**src/rtl/uart_rx_fifo.sv**
```systemverilog
// uart_rx_fifo: FWFT receive buffer of {parity_error, data} entries with count, status, sticky overrun and flush.
// Optional registered almost_full output when UART_RX_FIFO_ALMOST_FULL_EN is defined.
module uart_rx_fifo #(
  parameter int DEPTH      = 16,
  parameter int DATA_WIDTH = 8,
  parameter int AF_THRESH  = 12
) (
  input  logic                     clk,
  input  logic                     rst_n,
  input  logic                     wr_en,
  input  logic [DATA_WIDTH-1:0]    wr_data,
  input  logic                     wr_parity_error,
  input  logic                     rd_en,
  output logic [DATA_WIDTH-1:0]    rd_data,
  output logic                     rd_parity_error,
  output logic                     empty,
  output logic                     full,
  output logic [$clog2(DEPTH):0]   count,
  output logic                     overrun,
`ifdef UART_RX_FIFO_ALMOST_FULL_EN
  output logic                     almost_full,
`endif
  input  logic                     overrun_clr,
  input  logic                     flush
);
  localparam int AW = $clog2(DEPTH);
  localparam int CW = AW + 1;
  if (DEPTH < 2 || (DEPTH & (DEPTH - 1)) != 0 || AF_THRESH < 1 || AF_THRESH > DEPTH) begin : g_bad_param
    $error("uart_rx_fifo: illegal DEPTH/AF_THRESH");
  end
  logic [DATA_WIDTH:0] mem [DEPTH];
  logic [AW-1:0]       wr_ptr, rd_ptr;
  logic [CW-1:0]       count_nxt;
  logic                do_wr, do_rd, ovr_set;
  assign empty = count == '0;
  assign full  = count == CW'(DEPTH);
  // a read on a full FIFO frees the slot the simultaneous write lands in
  assign do_wr     = wr_en & ~flush & (~full | rd_en);
  assign do_rd     = rd_en & ~flush & ~empty;
  assign ovr_set   = wr_en & full & ~rd_en & ~flush;
  assign count_nxt = flush ? '0 : count + CW'(do_wr) - CW'(do_rd);
  assign {rd_parity_error, rd_data} = empty ? '0 : mem[rd_ptr];
  always_ff @(posedge clk)
    if (do_wr) mem[wr_ptr] <= {wr_parity_error, wr_data};
  always_ff @(posedge clk or negedge rst_n)
    if (!rst_n) begin
      wr_ptr  <= '0;
      rd_ptr  <= '0;
      count   <= '0;
      overrun <= 1'b0;
`ifdef UART_RX_FIFO_ALMOST_FULL_EN
      almost_full <= 1'b0;
`endif
    end else begin
      wr_ptr  <= flush ? '0 : wr_ptr + AW'(do_wr);
      rd_ptr  <= flush ? '0 : rd_ptr + AW'(do_rd);
      count   <= count_nxt;
      overrun <= ovr_set | (overrun & ~overrun_clr);
`ifdef UART_RX_FIFO_ALMOST_FULL_EN
      almost_full <= count_nxt >= CW'(AF_THRESH);
`endif
    end
endmodule

```
**config.mk**
```make
export PLATFORM = sky130hd
export DESIGN_NAME = uart_rx_fifo
export DESIGN_NICKNAME = d
export VERILOG_FILES = /design/src/rtl/uart_rx_fifo.sv
export SDC_FILE = /design/constraint.sdc
export NUM_CORES = 1
export LEC_CHECK = 0
export ABC_AREA = 1
export CAP_MARGIN = 5
export CELL_PAD_IN_SITES_DETAIL_PLACEMENT = 1
export CELL_PAD_IN_SITES_GLOBAL_PLACEMENT = 2
export CORE_MARGIN = 8
export CORE_UTILIZATION = 44
export DETAILED_ROUTE_END_ITERATION = 8
export GPL_TIMING_DRIVEN = 0
export PLACE_DENSITY_LB_ADDON = 0.1
export SYNTH_ARGS = -nofsm -noshare
export SYNTH_HDL_FRONTEND = slang
export SYNTH_SLANG_ARGS = --single-unit
```
**constraint.sdc**
```tcl
create_clock -name clk -period 4.8 [get_ports clk]
set_input_delay 0.48 -clock clk [delete_from_list [all_inputs] [get_ports clk]]
set_output_delay 0.48 -clock clk [all_outputs]
set_load 0.01 [all_outputs]
```
## Yosys cells after proc, flatten, opt, wreduce, memory -nomap -nowiden

Memory sizes are Yosys's and may differ from the RTL's.
Index checks and enable logic that the tools add are counted.

| word-level totals | value |
|---|---|
| output and inout bits | 17 |
| register bits | 14 |
| memories | 1 |
| memory bits (writable) | 144 |

Memory list:

| name | words | bits a word | read ports | clocked after memory_dff | write ports | RTL line | RTL |
|---|---|---|---|---|---|---|---|
| mem | 16 | 9 | 1 | 0 | 1 | 31 | `logic [DATA_WIDTH:0] mem [DEPTH];` |

| cells by class | value |
|---|---|
| equality and inequality tests | 1 |
| $add $sub $neg | 4 |
| mux-type cells | 6 |
| reduce and logical (&&, ||, !) cells | 1 |
| bitwise gates (word level) | 15 |

Operator list:

| kind | count |
|---|---|
| $mux W9 | 1 |
| $add A4 B1 Y4 | 2 |
| $and A1 B1 Y1 | 8 |
| $mux W4 | 2 |
| $add A5 B1 Y5 | 1 |
| $eq A5 B5 Y1 const B | 1 |
| $logic_not A5 Y1 | 1 |
| $mux W5 | 1 |
| $not A1 Y1 | 5 |
| $sub A5 B1 Y5 | 1 |
| $mux W1 | 2 |
| $or A1 B1 Y1 | 2 |

## Longest topological paths before layout

Gate-level depths: netlist of run 1.

| logic depth | value |
|---|---|
| depth in word-level cells | 7 |
| gate-level depth with buffers | 17 |

## Worst setup path before layout of run 1

OpenSTA, ideal clock, no wires.

| path | value |
|---|---|
| path kind | reg2reg |
| start point | reg count[3] |
| end point | reg count[4] |
| setup slack | 2.297 ns |
| stages on the path, launching flop included | 18 |
| data required time | 4.676 ns |
| setup time | 0.124 ns |
| data arrival time | 2.379 ns |
| cell sequence | dfrtp_1 inv_1 ha_1 nand2_1 nor2_1 nand2_1 nand3_1 ha_1 inv_1 ha_1 inv_1 fa_1 inv_1 nand2_1 a21oi_1 nor2_1 o21ai_0 a21oi_1 |

| between the ends | value |
|---|---|
| cells in the longest elaborated chain, start to end | 7 |

RTL lines:

| element | RTL line | RTL |
|---|---|---|
| from (decl) | 18 | `output logic [$clog2(DEPTH):0] count,` |
| from (signal assigned) | 57 | `count <= count_nxt;` |
| $eq A5 B5 Y1 | 36 | `assign full = count == CW'(DEPTH);` |
| net full | 17 | `output logic full,` |
| $not A1 Y1 | 38 | `assign do_wr = wr_en & ~flush & (~full \| rd_en);` |
| $or A1 B1 Y1 | 38 |  |
| $and A1 B1 Y1 | 38 |  |
| $add A5 B1 Y5 | 41 | `assign count_nxt = flush ? '0 : count + CW'(do_wr) - CW'(do_rd);` |
| $sub A5 B1 Y5 | 41 |  |
| $mux W5 | 41 |  |
| net count_nxt[4] | 33 | `logic [CW-1:0] count_nxt;` |

The timed path passes the listed nets, and every way through them passes these cells.

## Final worst setup path of run 1

| path | value |
|---|---|
| start point | reg rd_ptr[1] |
| end point | out rd_data[4] |

| between the ends | value |
|---|---|
| cells in the longest elaborated chain, start to end | 2 |

RTL lines:

| element | RTL line | RTL |
|---|---|---|
| from (decl) | 32 | `logic [AW-1:0] wr_ptr, rd_ptr;` |
| from (signal assigned) | 56 | `rd_ptr <= flush ? '0 : rd_ptr + AW'(do_rd);` |
| $mem_v2 Z16 W9 | -- |  |
| $mux W9 | 42 | `assign {rd_parity_error, rd_data} = empty ? '0 : mem[rd_ptr];` |
| to (decl) | 14 | `output logic [DATA_WIDTH-1:0] rd_data,` |

Every way passes these cells.

==> results of run 1 <==
[final cells by class]
| class | instances | share of cell area (%) |
|---|---|---|
| buffer | 28 | 2.59 |
| clock buffer | 19 | 5.56 |
| clock inverter | 13 | 1.90 |
| inverter | 26 | 1.32 |
| multi-input combinational | 372 | 21.7 |
| sequential | 158 | 60.1 |
| tap | 188 | 3.02 |
| timing repair buffer | 30 | 3.86 |
[power breakdown]
part	total (mW)	leakage [nW]	switching [mW]	internal (mW)
Sequential	1.56	1.49	0.0267	1.54
Clock	1.33	0.277	0.519	0.810
Combinational	0.830	1.16	0.514	0.316
Total	3.72	2.92	1.06	2.66
[final timing paths]
| check | end | cells past startpoint | start | slack [ps] |
|---|---|---|---|---|
| setup / recovery | rd_data[4] | 8 | rd_ptr[1] | 1600 |
| hold / removal | wr_ptr[1] | 2 | flush | 410 |
| setup reg to reg | count[4] | 17 | count[3] | 2130 |
| hold reg to reg | overrun | 2 | overrun | 570 |
| max in group asynchronous | count[3] | 1 | rst_n | 3880 |
| min in group asynchronous | rd_ptr[2] | 1 | rst_n | 480 |
[routing by layer]
metal	global-route usage, %	vias up	share of wire [%]	routed length, um
met5	0	-	0	0
met4	5.95	0	1.5	280
met3	4.41	16	4.6	866
met2	35.1	118	50	9530
met1	25.7	2359	44	8280
li1	-	2120	-	-
[kinds of logic (layout without fill, tap and decap cells)]
| logic type | Yosys count | after routing | share of synthesized area, % |
|---|---|---|---|
| simple gates | 334 | 334 | 20.9 |
| fa+ha+maj | 11 | 11 | 2.18 |
| buf+inv | 54 | 116 | 4.56 |
| compound gates | 25 | 25 | 1.95 |
| xor+xnor | 2 | 2 | 0.263 |
| flops | 158 | 158 | 70.1 |
[worst register-to-register path, cell delays in order (launching register included)]
cell and delay [ps]:
dfrtp_1 400, inv_1 90, ha_1 140, nand2_1 80, nor2_1 150, nand2_1 100, nand3_1 130, ha_1 240
inv_1 60, ha_1 170, inv_1 60, fa_1 350, inv_1 100, nand2_1 70, a21oi_1 140, nor2_1 70
o21ai_0 150, a21oi_1 50
[placed cells by master, fill, tap and decap left out, drive strengths merged]
| cell | synthesis | routed |
|---|---|---|
| a21oi | 16 | 16 |
| a31oi | 1 | 1 |
| buf | 24 | 24 |
| bufinv | 0 | 3 |
| clkbuf | 4 | 23 |
| clkdlybuf4s50 | 0 | 30 |
| clkinv | 2 | 10 |
| clkinvlp | 0 | 2 |
| dfrtp | 14 | 14 |
| edfxtp | 144 | 144 |
| fa | 1 | 1 |
| ha | 10 | 10 |
| inv | 24 | 24 |
| nand2 | 192 | 192 |
| nand3 | 113 | 113 |
| nor2 | 29 | 29 |
| o211ai | 1 | 1 |
| o21ai | 6 | 6 |
| o22ai | 1 | 1 |
| xnor2 | 1 | 1 |
| xor2 | 1 | 1 |
[cells in the mapped netlist, types with 3 or more instances]
cell | instances | area [sq um]
a21oi_1 | 16 | 80.1
buf_2 | 8 | 40.0
buf_4 | 7 | 52.6
buf_6 | 8 | 90.1
clkbuf_1 | 4 | 15.0
dfrtp_1 | 14 | 350
edfxtp_1 | 144 | 4320
ha_1 | 10 | 125
inv_1 | 21 | 78.8
inv_2 | 3 | 11.3
nand2_1 | 192 | 721
nand3_1 | 113 | 566
nor2_1 | 29 | 109
o21ai_0 | 6 | 30.0
[per-stage QoR]
step                cell area, sq um  total power [mW]  setup slack (ps)  std cells
floorplan                       6670              2.04              2300        584
global placement                7200              2.40              1980        802
detailed placement              7200              2.43              1930        802
CTS                             7780              3.76              1600        834
global route                    7780              3.89              1410        834
finish                          7780              3.72              1600        834
[registers in the layout, indices dropped and copies added (netlist names)]
register  flops
wr_ptr        4
mem         144
rd_ptr        4
overrun       1
count         5
==> reports/metrics.cfg, run 1 <==
[clocking]
cts_made_buffers=17
cts-root-buf=clkbuf_16
clk_latency_ps=420
path_clk_slew_ps=60
cts_tree=built
clock_path_buffers=2
cts_sinks=158
hold_buffers=0
htreeDepth=4
post_cts_resize_count=0
post-cts-setup-buffers=0

[sta]
maxSlewHeadroom_pct=25.2
slew_violations=0
max_freq_ghz=0.313
tightest_slew_ps=1120
min_period_over_period_pct=66.6
totalNegativeSetupSlack_ps=0
holdWs_ps=411
setup_viol=0
rsz0062_at_grt=no
skew_ps=9.39
finalHoldViolCount=0
timing.final.crit_period_ps=3200

[critical_path]
path_max_fanout=10
crit_chain=inv_2, clkbuf_1, nand3_1, nand3_1, nand2_1, nand2_1, a21oi_1, clkdlybuf4s50_1
crit_path_top_delay_cell=clkdlybuf4s50_1
critPathArrivalTime_ps=2720
slowest_delay_ps=540
critPathBufInv=3
crit_required_ps=4320
start_kind=register
cp_top_family=buffers and inverters
crit_path_end_kind=output pin
critPathKind=reg2out

[floorplan]
die_y_um=139
design.portCount=32
core-area_sq_um=15000
row_count=45
start_util_pct=44.5
die_area_sq_um=19300
die_w_um=139

[synthesis]
synth_edf_count=144
syn_area_sq_um=6670
synth_area_per_cell_sq_um=11.4
synthFlopType=edfxtp_1
async_flop_share_pct=8.86
yosysUniqueCellTypes=23
ys_seq_area_share_pct=70.1
synth_fp_nets=610
syn_inst=584
ys_ff_latch=158
ys_warn_count=0

[drt]
routed_wl_mm=19.0
vias=4613
antenna_left=0
avgViaCountPerCell=5.53
drt_pre_antenna_iters=5
drcViolationCount=0
drtIter0Drc=380
wl_per_cell_um=22.7

[run]
maxCapViolCount=0

[pwr]
ir_worst_vdd_mv=0.238
power-per-cell-area_nw_per_um2=478
leakage_nw=2.92

[cells_and_area]
nets=659
drive_gt1_share_pct=8.20
syn2layout_area_growth_pct=16.7
n_fill_cell=1567
final-seq-area_sq_um=4670
multi_input_area_sq_um=1690
fin_util_pct=52.0
antennaDiodeCount=0

[global_route]
grt_use_total_pct=20.5
grt_remaining_overflow=0
grt_max_degree=17
grt_pass1_wl_mm=29.5
antenna_found_initial=0
grt_pass1_vias=5097

[placed_design]
hpwl_mm=12.9
io_buffers=30
place.gp.congestion=0.823

[hold_path]
hold_class=in2reg

[status]
outcome=complete, no violations

Note: power is estimated with default switching activity, not from simulation.
==> run 2: changes to the inputs <==
CORE_UTILIZATION = 37   (was 44)
clock period = 2.6 ns   (was 4.8 ns; I/O delays follow)
==> run 2 against run 1 <==
Compared with the run above:
- routed wire length up 1.0%
- flip-flop and latch count unchanged
- non-clock buffer count increased by 3
- combinational power is 88% higher
- die area increased by 17%
- worst hold slack lost 210 ps
- via count shrank 3.2%
- sequential power grew 85%
- highest routed layer unchanged
==> reports/metrics.cfg, run 2 (synthesis results as in run 1) <==
[floorplan]
start_util_pct=37.4  ; -7.1 points
row_count=49  ; +8.9%
die_y_um=150  ; +8.0%
core-area_sq_um=17800  ; +19%
design.portCount=32  ; unchanged
die_area_sq_um=22600  ; +17%
die_w_um=150  ; +8.0%

[critical_path]
timing.rr.start=count[2]
path_max_fanout=3  ; -7
crit_required_ps=2910  ; -1410 ps
critPathLaunch=count[2]
start_kind=register
rrSetupSlack_ps=40  ; -2090 ps
critPathArrivalTime_ps=2870  ; +150 ps
critPathKind=reg2reg
crit_path_end_kind=register

[drt]
drt_pre_antenna_iters=5  ; unchanged
avgViaCountPerCell=5.09  ; -8.0%
antenna_left=0  ; unchanged
routed_wl_mm=19.1  ; +1.0%
drtIter0Drc=260  ; -32%
drcViolationCount=0  ; unchanged
wl_per_cell_um=21.8  ; -4.1%
vias=4466  ; -3.2%

[sta]
min_period_over_period_pct=98.5
totalNegativeSetupSlack_ps=0  ; unchanged
max_freq_ghz=0.390
timing.final.crit_period_ps=2560
finalHoldViolCount=0  ; unchanged
maxSlewHeadroom_pct=40.3  ; +15 points
slew_violations=0  ; unchanged
tightest_slew_ps=892  ; -227 ps
skew_ps=9.33  ; -0.0535 ps
setup_viol=0  ; unchanged
rsz0062_at_grt=yes

[global_route]
grt_remaining_overflow=0  ; unchanged
antenna_found_initial=0  ; unchanged
grt_max_degree=17  ; unchanged
grt_pass1_wl_mm=29.4  ; -0.28%
grt_pass1_vias=4865  ; -4.6%
grt_use_total_pct=18.2  ; -2.4 points

[cells_and_area]
antennaDiodeCount=0  ; unchanged
final_cells=878  ; +5.3%
largest_register_ff_count=144  ; unchanged
final_area_sq_um=7940  ; +2.0%
top_register=mem
reg.largest.list=mem x144, count x5
layout_common_cells=nand2_1, edfxtp_1, nand3_1
layout_commonest_cell=nand2_1
nets=662  ; +0.46%
drive_gt1_share_pct=13.3  ; +5.0 points
fin_util_pct=44.5  ; -7.5 points
syn2layout_area_growth_pct=19.1

[clocking]
clock_path_buffers=2  ; unchanged
cts_sinks=158  ; unchanged
htreeDepth=4  ; unchanged
path_clk_slew_ps=60  ; about the same
clk_latency_ps=430  ; about the same
cts_tree=built
cts-root-buf=clkbuf_16
cts_made_buffers=17  ; unchanged

[pwr]
power-per-cell-area_nw_per_um2=886  ; +85%
p_total_mw=7.04  ; +89%
ir_worst_vdd_mv=0.452  ; +90%
leakage_nw=2.98  ; +2.0%

[placed_design]
hpwl_mm=13.0  ; +0.60%
place.gp.congestion=0.795  ; -3.5%
io_buffers=30  ; unchanged
placed_cell_area_sq_um=7250  ; +0.71%
dp_cells=843  ; +5.1%

[status]
outcome=complete, no violations

[run]
maxCapViolCount=0  ; unchanged

[hold_path]
hold_class=in2reg
hold_start=flush

-- run 2: cell types whose count changed in the layout (fill, tap and decap cells not counted), moves of 3 or more --
cell / before / now
a21oi_1: 16 / 12
clkbuf_2: 0 / 8
nor2_2: 0 / 10
dlygate4sd2_1: 0 / 3
nor2_1: 29 / 17
clkdlybuf4s50_1: 30 / 21
buf_4: 7 / 11
a21oi_2: 0 / 4
buf_2: 8 / 5
-- run 2: through the flow --
step	setup slack, ps	hold slack [ps]
floorplan	96.8	-35.6
global placement	-38.5	530
detailed placement	-53.9	544
CTS	-176	222
global route	-171	223
finish	39.1	203
-- run 2: layer usage --
metal	vias up	track usage, %	part of all wire [%]
li1	2122	-	-
met1	2241	23.0	44
met2	86	30.9	50
met3	17	3.73	4.9
met4	0	5.00	0.96
met5	-	0	0
-- run 2: final timing paths --
| check | end | depth (start not counted) |
|---|---|---|
| worst max-delay path | count[4] | 16 |
| worst min-delay path | wr_ptr[0] | 2 |
| worst max register to register | count[4] | 16 |
| worst min register to register | overrun | 2 |
| max in group asynchronous | count[1] | 1 |
| min in group asynchronous | count[2] | 1 |
-- run 2: power by group --
group | switching, mW | leakage [nW] | internal [mW]
Clock | 0.994 | 0.285 | 1.60
Combinational | 0.991 | 1.21 | 0.570
Sequential | 0.0509 | 1.48 | 2.84
-- run 2: critical path, cell delays in order (launching register included) --
cell      delay [ps]
dfrtp_1          380
inv_1             90
ha_1             170
nand2_2          100
o211ai_1         180
inv_1             80
ha_1             290
inv_1             60
ha_2             170
inv_1             50
fa_1             360
inv_1             90
nand2_1           70
a21oi_2          110
nor2_1            70
o21ai_1          120
a21oi_1           50
-- run 2: cell type report --
class | instances | area [sq um]
clock buffers | 20 | 437
well taps | 229 | 287
multi-input cells | 372 | 1760
inverters | 26 | 103
flip-flops and latches | 158 | 4680
clock inverters | 12 | 169
plain buffers | 28 | 214
repair buffers | 33 | 302
fillers | 1918 | 9900
-- run 2: what timing repair did --
action | CTS | global route
buffers inserted | 3 | 0
pin swaps | 0 | 1
gates resized for setup | 18 | 31
hold buffers | 0 | 0
endpoints found under the setup margin | 20 | 98
